==> src/rtl/vram_arbiter.sv <==
// vram_arbiter - single-port 16 KB video SRAM sequencer for the 14 MHz domain.
//
// Arbitrates the ULA video fetcher, the Z80 and (optionally) a DMA/snapshot
// loader onto one asynchronous SRAM. Each grant becomes a fixed read cycle
// (RD1, RD2) or write cycle (WR_SETUP, WR_PULSE x WE_CYCLES, WR_HOLD). All
// SRAM pins come straight from registers. Acks are one-cycle pulses issued in
// the IDLE cycle that follows a transaction; read data is held in registers.
//
// Optional feature macro: VRAM_ARBITER_DMA_EN (adds the DMA port, its grant
// path and the DMA starvation counter).
//
// Ports:
//   clk14, reset                  clock, asynchronous active-high reset
//   vid_req/addr -> vid_ack/data  video read port
//   cpu_req/we/addr/wdata         CPU port -> cpu_ack, cpu_rdata, cpu_wait
//   dma_req/we/addr/wdata         DMA port -> dma_ack, dma_rdata (macro only)
//   sram_a, sram_dq_o, sram_dq_i  SRAM address / data
//   sram_cs, sram_oe, sram_we     active-high SRAM controls
module vram_arbiter #(
    parameter int AW        = 14,
    parameter int WE_CYCLES = 1
) (
    input  logic          clk14,
    input  logic          reset,
    input  logic          vid_req,
    input  logic [AW-1:0] vid_addr,
    output logic          vid_ack,
    output logic [7:0]    vid_data,
    input  logic          cpu_req,
    input  logic          cpu_we,
    input  logic [AW-1:0] cpu_addr,
    input  logic [7:0]    cpu_wdata,
    output logic          cpu_ack,
    output logic [7:0]    cpu_rdata,
    output logic          cpu_wait,
`ifdef VRAM_ARBITER_DMA_EN
    input  logic          dma_req,
    input  logic          dma_we,
    input  logic [AW-1:0] dma_addr,
    input  logic [7:0]    dma_wdata,
    output logic          dma_ack,
    output logic [7:0]    dma_rdata,
`endif
    output logic [AW-1:0] sram_a,
    output logic [7:0]    sram_dq_o,
    input  logic [7:0]    sram_dq_i,
    output logic          sram_cs,
    output logic          sram_oe,
    output logic          sram_we
);

    typedef enum logic [2:0] {IDLE, RD1, RD2, WR_SETUP, WR_PULSE, WR_HOLD} state_t;
    typedef enum logic [1:0] {OWN_VID, OWN_CPU, OWN_DMA} owner_t;

    state_t        r_state;
    owner_t        r_owner;
    logic [1:0]    r_we_cnt;
    logic [AW-1:0] r_sram_a;
    logic [7:0]    r_sram_dq_o;
    logic          r_sram_cs;
    logic          r_sram_oe;
    logic          r_sram_we;
    logic          r_vid_ack;
    logic          r_cpu_ack;
    logic [7:0]    r_vid_data;
    logic [7:0]    r_cpu_rdata;
`ifdef VRAM_ARBITER_DMA_EN
    logic          r_dma_ack;
    logic [7:0]    r_dma_rdata;
    logic [2:0]    r_starve;
`endif

    logic          w_gnt_valid;
    owner_t        w_gnt;
    logic [AW-1:0] w_gnt_addr;
    logic          w_gnt_we;
    logic [7:0]    w_gnt_wdata;

    // Grant selection: video > starved DMA > CPU > DMA; only acted upon in IDLE.
    always_comb begin
        w_gnt_valid = 1'b1;
        w_gnt       = OWN_VID;
        w_gnt_addr  = vid_addr;
        w_gnt_we    = 1'b0;     // video is always a read
        w_gnt_wdata = cpu_wdata;
        if (vid_req) begin
            w_gnt = OWN_VID;
        end
`ifdef VRAM_ARBITER_DMA_EN
        else if (dma_req && (r_starve == 3'd4)) begin
            w_gnt       = OWN_DMA;
            w_gnt_addr  = dma_addr;
            w_gnt_we    = dma_we;
            w_gnt_wdata = dma_wdata;
        end
`endif
        else if (cpu_req) begin
            w_gnt       = OWN_CPU;
            w_gnt_addr  = cpu_addr;
            w_gnt_we    = cpu_we;
            w_gnt_wdata = cpu_wdata;
        end
`ifdef VRAM_ARBITER_DMA_EN
        else if (dma_req) begin
            w_gnt       = OWN_DMA;
            w_gnt_addr  = dma_addr;
            w_gnt_we    = dma_we;
            w_gnt_wdata = dma_wdata;
        end
`endif
        else begin
            w_gnt_valid = 1'b0;
        end
    end

    // Transaction FSM: owns every SRAM pin, read-data registers and acks.
    always_ff @(posedge clk14 or posedge reset) begin
        if (reset) begin
            r_state     <= IDLE;
            r_owner     <= OWN_VID;
            r_we_cnt    <= 2'd0;
            r_sram_a    <= {AW{1'b0}};
            r_sram_dq_o <= 8'h00;
            r_sram_cs   <= 1'b0;
            r_sram_oe   <= 1'b0;
            r_sram_we   <= 1'b0;
            r_vid_ack   <= 1'b0;
            r_cpu_ack   <= 1'b0;
            r_vid_data  <= 8'h00;
            r_cpu_rdata <= 8'h00;
`ifdef VRAM_ARBITER_DMA_EN
            r_dma_ack   <= 1'b0;
            r_dma_rdata <= 8'h00;
`endif
        end else begin
            r_vid_ack <= 1'b0;
            r_cpu_ack <= 1'b0;
`ifdef VRAM_ARBITER_DMA_EN
            r_dma_ack <= 1'b0;
`endif
            case (r_state)
                IDLE: begin
                    if (w_gnt_valid) begin
                        r_owner   <= w_gnt;
                        r_sram_a  <= w_gnt_addr;
                        r_sram_cs <= 1'b1;
                        if (w_gnt_we) begin
                            r_sram_dq_o <= w_gnt_wdata;
                            r_state     <= WR_SETUP;
                        end else begin
                            r_sram_oe <= 1'b1;
                            r_state   <= RD1;
                        end
                    end else begin
                        r_state <= IDLE;
                    end
                end
                RD1: r_state <= RD2;
                RD2: begin
                    // Async SRAM data has settled over two cycles of stable drive.
                    r_sram_cs <= 1'b0;
                    r_sram_oe <= 1'b0;
                    r_state   <= IDLE;
                    case (r_owner)
                        OWN_VID: begin
                            r_vid_data <= sram_dq_i;
                            r_vid_ack  <= 1'b1;
                        end
                        OWN_CPU: begin
                            r_cpu_rdata <= sram_dq_i;
                            r_cpu_ack   <= 1'b1;
                        end
`ifdef VRAM_ARBITER_DMA_EN
                        OWN_DMA: begin
                            r_dma_rdata <= sram_dq_i;
                            r_dma_ack   <= 1'b1;
                        end
`endif
                        default: r_state <= IDLE;
                    endcase
                end
                WR_SETUP: begin
                    r_sram_we <= 1'b1;
                    r_we_cnt  <= 2'(WE_CYCLES - 1);
                    r_state   <= WR_PULSE;
                end
                WR_PULSE: begin
                    if (r_we_cnt == 2'd0) begin
                        r_sram_we <= 1'b0;
                        r_state   <= WR_HOLD;
                    end else begin
                        r_we_cnt <= r_we_cnt - 2'd1;
                    end
                end
                WR_HOLD: begin
                    r_sram_cs <= 1'b0;
                    r_state   <= IDLE;
                    case (r_owner)
                        OWN_CPU: r_cpu_ack <= 1'b1;
`ifdef VRAM_ARBITER_DMA_EN
                        OWN_DMA: r_dma_ack <= 1'b1;
`endif
                        default: r_state <= IDLE;
                    endcase
                end
                default: begin
                    r_sram_cs <= 1'b0;
                    r_sram_oe <= 1'b0;
                    r_sram_we <= 1'b0;
                    r_state   <= IDLE;
                end
            endcase
        end
    end

`ifdef VRAM_ARBITER_DMA_EN
    // Consecutive CPU grants while DMA waits; at 4 the DMA wins the next grant.
    always_ff @(posedge clk14 or posedge reset) begin
        if (reset) begin
            r_starve <= 3'd0;
        end else if (!dma_req) begin
            r_starve <= 3'd0;
        end else if ((r_state == IDLE) && w_gnt_valid && (w_gnt == OWN_DMA)) begin
            r_starve <= 3'd0;
        end else if ((r_state == IDLE) && w_gnt_valid && (w_gnt == OWN_CPU) && (r_starve != 3'd4)) begin
            r_starve <= r_starve + 3'd1;
        end else begin
            r_starve <= r_starve;
        end
    end

    assign dma_ack   = r_dma_ack;
    assign dma_rdata = r_dma_rdata;
`endif

    assign vid_ack   = r_vid_ack;
    assign vid_data  = r_vid_data;
    assign cpu_ack   = r_cpu_ack;
    assign cpu_rdata = r_cpu_rdata;
    // Combinational so the contention logic stretches the CPU in cycle 0 already.
    assign cpu_wait  = cpu_req & ~r_cpu_ack & ~reset;
    assign sram_a    = r_sram_a;
    assign sram_dq_o = r_sram_dq_o;
    assign sram_cs   = r_sram_cs;
    assign sram_oe   = r_sram_oe;
    assign sram_we   = r_sram_we;

endmodule

==> config.mk <==
export PLATFORM = sky130hd
export DESIGN_NAME = vram_arbiter
export DESIGN_NICKNAME = d
export VERILOG_FILES = /design/src/rtl/vram_arbiter.sv
export SDC_FILE = /design/constraint.sdc
export NUM_CORES = 1
export LEC_CHECK = 0
export BUFFER_PORTS_ARGS = -buffer_cell sky130_fd_sc_hd__buf_2
export CAP_MARGIN = 30
export CORE_UTILIZATION = 35
export DETAILED_ROUTE_END_ITERATION = 6
export PLACE_DENSITY = 0.62
export SLEW_MARGIN = 5
export SYNTH_ARGS = -nofsm -noshare
export SYNTH_HDL_FRONTEND = slang
export SYNTH_SLANG_ARGS = --single-unit
==> constraint.sdc <==
create_clock -name clk14 -period 4.16 [get_ports clk14]
set_input_delay 1.04 -clock clk14 [delete_from_list [all_inputs] [get_ports clk14]]
set_output_delay 1.04 -clock clk14 [all_outputs]
set_load 0.005 [all_outputs]
======== Yosys cells after proc, flatten, opt, wreduce, memory -nomap -nowiden ========
Cells that the tools add are included.
cells by class
  reduce and logical (&&, ||, !) cells .... 16
  bitwise logic cells ..................... 7
  muxes and demuxes ....................... 25
  equality and inequality tests ........... 10
  add/subtract/negate cells ............... 1
operator list
  operator                                          count
  two-way mux 14 bit                                2
  two-way mux 1 bit                                 14
  case mux 3 bit (4 select lines)                   1
  AND reduction 2 bit                               6
  != test 2 bit, second input constant              4
  OR reduction 4 bit                                2
  == test 3 x 2 -> 1 bit, second input constant     2
  == test 3 bit, second input constant              2
  two-way mux 3 bit                                 2
  AND reduction 3 bit                               2
  NOT 1 bit                                         5
  zero test 2 bit                                   2
  two-way mux 2 bit                                 2
  case mux 1 bit (2 select lines)                   2
  case mux 2 bit (2 select lines)                   1
  == test 3 x 1 -> 1 bit, second input constant     1
  zero test 3 bit                                   1
  case mux 1 bit (3 select lines)                   1
  OR reduction 3 bit                                1
  AND 1 bit                                         2
  == test 2 x 1 -> 1 bit, second input constant     1
  nonzero test 2 bit                                1
  OR reduction 2 bit                                1
  subtractor 2 x 1 -> 2 bit, second input constant  1
storage, ports and cells
  bits in registers ....................... 50
  word-level logic and storage cells ...... 71
  output and inout port bits .............. 44
  bits of input ports ..................... 49

======== Logic depth before layout (Yosys ltp) ========
Gate-level depths: netlist of the first run.
  depth after elaboration ................. 5
  mapped depth ............................ 6
  mapped depth without buffers ............ 5

======== Least setup slack after synthesis of the first run ========
Ideal clock, no wire load.
  kind .................................... input port to output port
  start point ............................. input port reset
  end point ............................... output port cpu_wait
  data arrival time ....................... 1246 ps
  buffers on the path ..................... 0
  path slack .............................. 1874 ps
  required time ........................... 3120 ps
  stages .................................. 1
  cells stage by stage .................... nor3b_1
between the ends
  word-level cells in the longest chain between the ends .. 2
ends and longest elaborated chain
  what             RTL line  RTL
  start, declared  24        input logic reset,
  NOT 1 bit        241       assign cpu_wait = cpu_req & ~r_cpu_ack & ~reset;
  AND 1 bit        241
  end, declared    35        output logic cpu_wait,
Every way passes these cells.

======== Final worst setup path of the first run ========
  start point ............................. input port cpu_req
  end point ............................... output port cpu_wait
between the ends
  word-level cells in the longest chain between the ends .. 2
ends and longest elaborated chain
  what                    RTL line  RTL
  start, declared         29        input logic cpu_req,
  AND 1 bit (2 in a row)  241
Every way passes these cells.

==> metrics.cfg, run 1 <==
[synthesis]
ys_top_cells_by_count=dfrtp_1 (49), mux2_2 (32), mux2_4 (20)
muxShareOfSynthArea=0.301
synth_fa_ha_area_frac=0.00552
yosysMostFrequentCell=dfrtp_1
synth_top_area_frac=0.541
synthXorXnorAreaFrac=0
synth_compound_area_frac=0.0320
synthesis.nets=205
ys.flop_type=dfrtp_1
netlist_top_cells_area=dfrtp_1 (54%), mux2_2 (16%), mux2_4 (13%)
async_flop_share=1.00
ys_ff_latch=49
synth_simple_gate_area_frac=0.0773
syn_inst=155
synth-edff-count=0
avgSynthCellArea_um2=14.6
syn_area_um2=2260
synth_top_cell_by_area=dfrtp_1
synth_top_family_by_area=multiplexers
synth_cell_types=26
synth.yosys.seq_area_share=0.541
yosys_warnings=0

[sta]
rsz0062_at_grt=no
fin_worst_skew_ns=0.00743
hold_slack_ns=0.492
period_needed_ns=2.51
worstMarginPinSlew_ns=0.916
hold_viol=0
relSlewSlack=0.386
min_period_over_period=0.603
max_freq_mhz=399
setup_tns_ns=0
finalSetupViolCount=0
drv_slew=0

[clock_tree]
clkLatencyLatePin_ns=0.30
clock_sinks=49
ctsHoldBuffers=0
clockBufferDepth=2
clk_pin_slew_worst_paths_ns=0.08
cts_resized=0
h-tree-depth=2
numCtsBuffers=5
cts-root-buf=clkbuf_8
cts_tree=done
post_cts_buffers=0

[drt]
vias=1539
vias_per_cell=4.76
final_antenna_net_count=0
drt_first_pass_iters=3
drc=0
wl_per_cell_um=14.1
drt_iter0_markers=15
drt-total-wl_mm=4.56

[worst_setup_path]
critical_path.max_fanout=6
timing.rr.end=sram_a[8]$_DFFE_PP0P_
critPathLaunchType=input pin
worstPathRequired_ns=3.12
arrival_ns=1.47
cp-end-kind=primary output
rr_startpoint=r_state[0]$_DFFE_PP0P_
r2r_cells=3
path_class=input pin to primary output
reg2reg_setup_slack_ns=2.01

[finish]
nets=297
drive_gt1_frac=0.641
antenna-diode-count=0
syn2layout_area_growth_pct=26.1
fillers=576
final_util=0.468

[placed_design]
gp_congestion=0.760
portBuffers=92
place_hpwl_mm=3.37

[hold_path]
hp-class=flop to flop
hold_end=sram_oe$_DFFE_PP0P_
whs_path_depth=1
hold_path_startpoint=sram_oe$_DFFE_PP0P_

[floorplan]
core_um2=6100
die_w_um=82.4
die_y_um=82.4
rows=28
start_util=0.372
boundaryPins=93
dieArea_um2=6800

[power_and_ir_drop]
power_density_nw_per_um2=665
leakagePower_nw=1.40
ir_drop_uv=309
fin_total_pwr_w=0.00190

[global_route]
grt_max_degree=37
grt_antenna_before_repair=0
grt_pass1_vias=1521
overflow=0
grt_pass1_wl_mm=6.98
grt_use_total=0.136

[status]
status=completed

[run]
max-cap-violations=0

==> per-layer routing <==
metal / GRT usage / wire length, um / vias to the layer above
li1: - / - / 722
met1: 0.176 / 2110 / 745
met2: 0.224 / 2020 / 66
met3: 0.0429 / 387 / 6
met4: 0.0263 / 34 / 0
met5: 0 / 0 / -
==> cell usage in the layout (no fill, tap or decap), drive strengths merged <==
cell     synthesis  layout
mux2i            2       2
buf              9      94
dfrtp           49      49
nor3b            2       2
a21oi            4       4
and2             2       2
ha               1       1
o2bb2ai          2       2
inv              4       5
clkbuf           0       6
nor2b            4       4
and3             2       2
o21bai           1       1
nand2            4       4
nand2b           4       4
a221oi           2       2
nor3             3       3
mux2            52      52
clkinv           0       1
nor4             1       1
nor2             5       5
o21ai            2       2
==> where the power goes <==
part           total, W  internal (W)  switching (W)
registers      0.000860      0.000704       0.000156
clock network  0.000275      0.000120       0.000155
logic          0.000763      0.000471       0.000292
==> layout make-up <==
class | instances | area, um^2 | share of cell area
clock buffer | 6 | 72.6 | 0.0254
clock inverter | 2 | 13.8 | 0.00482
inverter | 4 | 15.0 | 0.00526
multi-input combinational | 93 | 946 | 0.331
sequential | 49 | 1230 | 0.429
tap | 75 | 93.8 | 0.0329
timing repair buffer | 94 | 488 | 0.171
==> sequential cells by signal, indices dropped and copies added (netlist names) <==
| signal | flops |
|---|---|
| sram_we | 1 |
| sram_dq_o | 8 |
| vid_data | 8 |
| r_owner | 1 |
| sram_cs | 1 |
| r_state | 3 |
| r_we_cnt | 2 |
| sram_a | 14 |
| cpu_rdata | 8 |
| cpu_ack | 1 |
| sram_oe | 1 |
| vid_ack | 1 |
==> metrics by stage <==
stage	area (um^2)	setup slack, ns	cells
3_3_place_gp	2750	1.65	314
5_1_grt	2860	1.61	323
3_5_place_dp	2770	1.59	315
4_1_cts	2860	1.65	323
2_1_floorplan	2260	1.87	155
6_report	2860	1.65	323
==> critical path, cell delays in order <==
cell and delay [ns]:
buf_2 0.12, nor3b_1 0.17, buf_2 0.14
==> worst max path at each step <==
| stage | startpoint | endpoint | depth (start not counted) |
|---|---|---|---|
| final | cpu_req | cpu_wait | 3 |
| after global routing | cpu_req | cpu_wait | 3 |
| after CTS | cpu_req | cpu_wait | 3 |
| after detailed placement | cpu_req | sram_dq_o[0]$_DFFE_PP0P_ | 5 |
| after global placement | cpu_req | sram_dq_o[2]$_DFFE_PP0P_ | 5 |
| after floorplan | reset | cpu_wait | 1 |
==> kinds of logic (layout without fill, tap and decap cells) <==
logic type,after synthesis,count (layout)
AO/OA/AOI/OAI,11,11
adder cells (fa/ha/maj),1,1
buffers and inverters,13,106
flip-flops,49,49
multiplexers,54,54
AND/OR/NAND/NOR,27,27
Note: power is estimated with default switching activity, not from simulation.
==> run 2, diff against run 1 <==
Clock period 4.16 ns to 2.5 ns, I/O delays scaled along.
==> run 2 against run 1 <==
Compared with the run above:
- setup slack worse by 0.94 ns
- via count up 0.84%
- power up 67%
- hold slack worse by 0.021 ns
- final area down 0.18%
==> metrics.cfg, run 2 (synthesis results as in run 1) <==
[power_and_ir_drop]
leakagePower_nw=1.40  ; about the same
ir_drop_uv=504  ; +63%
power_density_nw_per_um2=1110  ; +67%

[finish]
final_cell_mix=buf_2 (92), dfrtp_1 (49), mux2_2 (32)
nets=298  ; +0.34%
multi_input_area_um2=946  ; unchanged
largest_reg_flops=14  ; unchanged
syn2layout_area_growth_pct=25.9
antenna-diode-count=0  ; unchanged
final_util=0.468  ; -0.000821
drive_gt1_frac=0.643  ; +0.00144
layout_commonest_cell=buf_2
seq_area_um2=1230  ; unchanged
fillers=587  ; +1.9%

[floorplan]
die_w_um=82.4  ; unchanged
core_um2=6100  ; unchanged
start_util=0.372  ; unchanged
boundaryPins=93  ; unchanged
rows=28  ; unchanged
dieArea_um2=6800  ; unchanged
die_y_um=82.4  ; unchanged

[drt]
final_antenna_net_count=0  ; unchanged
drc=0  ; unchanged
vias=1552  ; +0.84%
vias_per_cell=4.79  ; +0.53%
drt_iter0_markers=55  ; +40
wl_per_cell_um=14.0  ; -0.66%
drt-total-wl_mm=4.54  ; -0.35%
drt_first_pass_iters=4  ; +1

[global_route]
grt_use_total=0.136  ; +0.000279
grt_antenna_before_repair=0  ; unchanged
overflow=0  ; unchanged
grt_pass1_vias=1519  ; -0.13%
grt_max_degree=50  ; +35%
grt_pass1_wl_mm=7.02  ; +0.70%

[worst_setup_path]
path_class=flop to flop
critical_path.max_fanout=11  ; +5
reg2reg_setup_slack_ns=0.71  ; -1.30 ns
worstPathRequired_ns=2.69  ; -0.43 ns
startpoint=r_state[0]$_DFFE_PP0P_
critPathLaunchType=flop
timing.rr.end=sram_dq_o[3]$_DFFE_PP0P_
r2r_cells=3  ; unchanged
cp-end-kind=flop
arrival_ns=1.98  ; +0.51 ns
rr_startpoint=r_state[0]$_DFFE_PP0P_

[hold_path]
hp-class=input pin to async pin

[placed_design]
place_hpwl_mm=3.25  ; -3.4%
gp_congestion=0.764  ; +0.49%
place_ws_ns=0.539  ; -1.05 ns
portBuffers=92  ; unchanged

[clock_tree]
numCtsBuffers=5  ; unchanged
clock_sinks=49  ; unchanged
cts_resized=0  ; unchanged
clockBufferDepth=2  ; unchanged
ctsHoldBuffers=0  ; unchanged
clkLatencyLatePin_ns=0.30  ; about the same
cts_tree=done
cts-root-buf=clkbuf_8
clk_pin_slew_worst_paths_ns=0.10  ; +0.02 ns
h-tree-depth=2  ; unchanged
post_cts_buffers=0  ; unchanged

[sta]
setup_tns_ns=0  ; unchanged
relSlewSlack=0.585  ; +0.198
hold_viol=0  ; unchanged
max_freq_mhz=559
drv_slew=0  ; unchanged
worstMarginPinSlew_ns=0.623  ; -0.293 ns
hold_slack_ns=0.470  ; -0.0214 ns
period_needed_ns=1.79
min_period_over_period=0.716
fin_worst_skew_ns=0.0104  ; +0.00293 ns
worst_slack_ns=0.710  ; -0.941 ns
finalSetupViolCount=0  ; unchanged
rsz0062_at_grt=no

[run]
max-cap-violations=0  ; unchanged

[status]
status=completed

[run 2: power by group]
part / leakage, nW / total (W) / switching [W] / internal [W]
sequential: 0.593 / 0.00143 / 0.000255 / 0.00117
combinational: 0.765 / 0.00128 / 0.000487 / 0.000790
clock: 0.0456 / 0.000467 / 0.000267 / 0.000200
[run 2: worst max path at each step]
stage	to	cells past startpoint	slack [ns]
final	sram_dq_o[3]$_DFFE_PP0P_	3	0.71
after global routing	sram_dq_o[4]$_DFFE_PP0P_	3	0.57
after CTS	sram_dq_o[3]$_DFFE_PP0P_	3	0.68
after detailed placement	sram_a[13]$_DFFE_PP0P_	5	0.54
after global placement	sram_a[9]$_DFFE_PP0P_	5	0.59
after floorplan	cpu_ack$_DFF_PP0_	1	0.70
[run 2: worst max-delay path, cell delays in order (launching register included)]
cell     delay, ns
dfrtp_1       0.56
nor3_4        0.30
and3_1        0.44
mux2_2        0.38
[run 2: metal layers]
layer / wire length [um] / global-route usage
met2: 2020 / 0.223
met1: 2140 / 0.181
met4: 19 / 0.0211
met3: 364 / 0.0407
met5: 0 / 0
[run 2: metrics by stage]
stage | power, W | std cells | instance area [um^2]
3_3_place_gp | 0.00272 | 316 | 2760
6_report | 0.00317 | 324 | 2850
2_1_floorplan | 0.00227 | 155 | 2260
5_1_grt | 0.00343 | 324 | 2850
3_5_place_dp | 0.00274 | 316 | 2760
4_1_cts | 0.00323 | 324 | 2850
[run 2: area by class of cell]
type / count / share of cell area
Clock buffer: 6 / 0.0255
Clock inverter: 2 / 0.00483
Inverter: 4 / 0.00527
Multi-Input combinational cell: 93 / 0.332
Sequential cell: 49 / 0.430
Tap cell: 75 / 0.0329
Timing Repair Buffer: 95 / 0.169
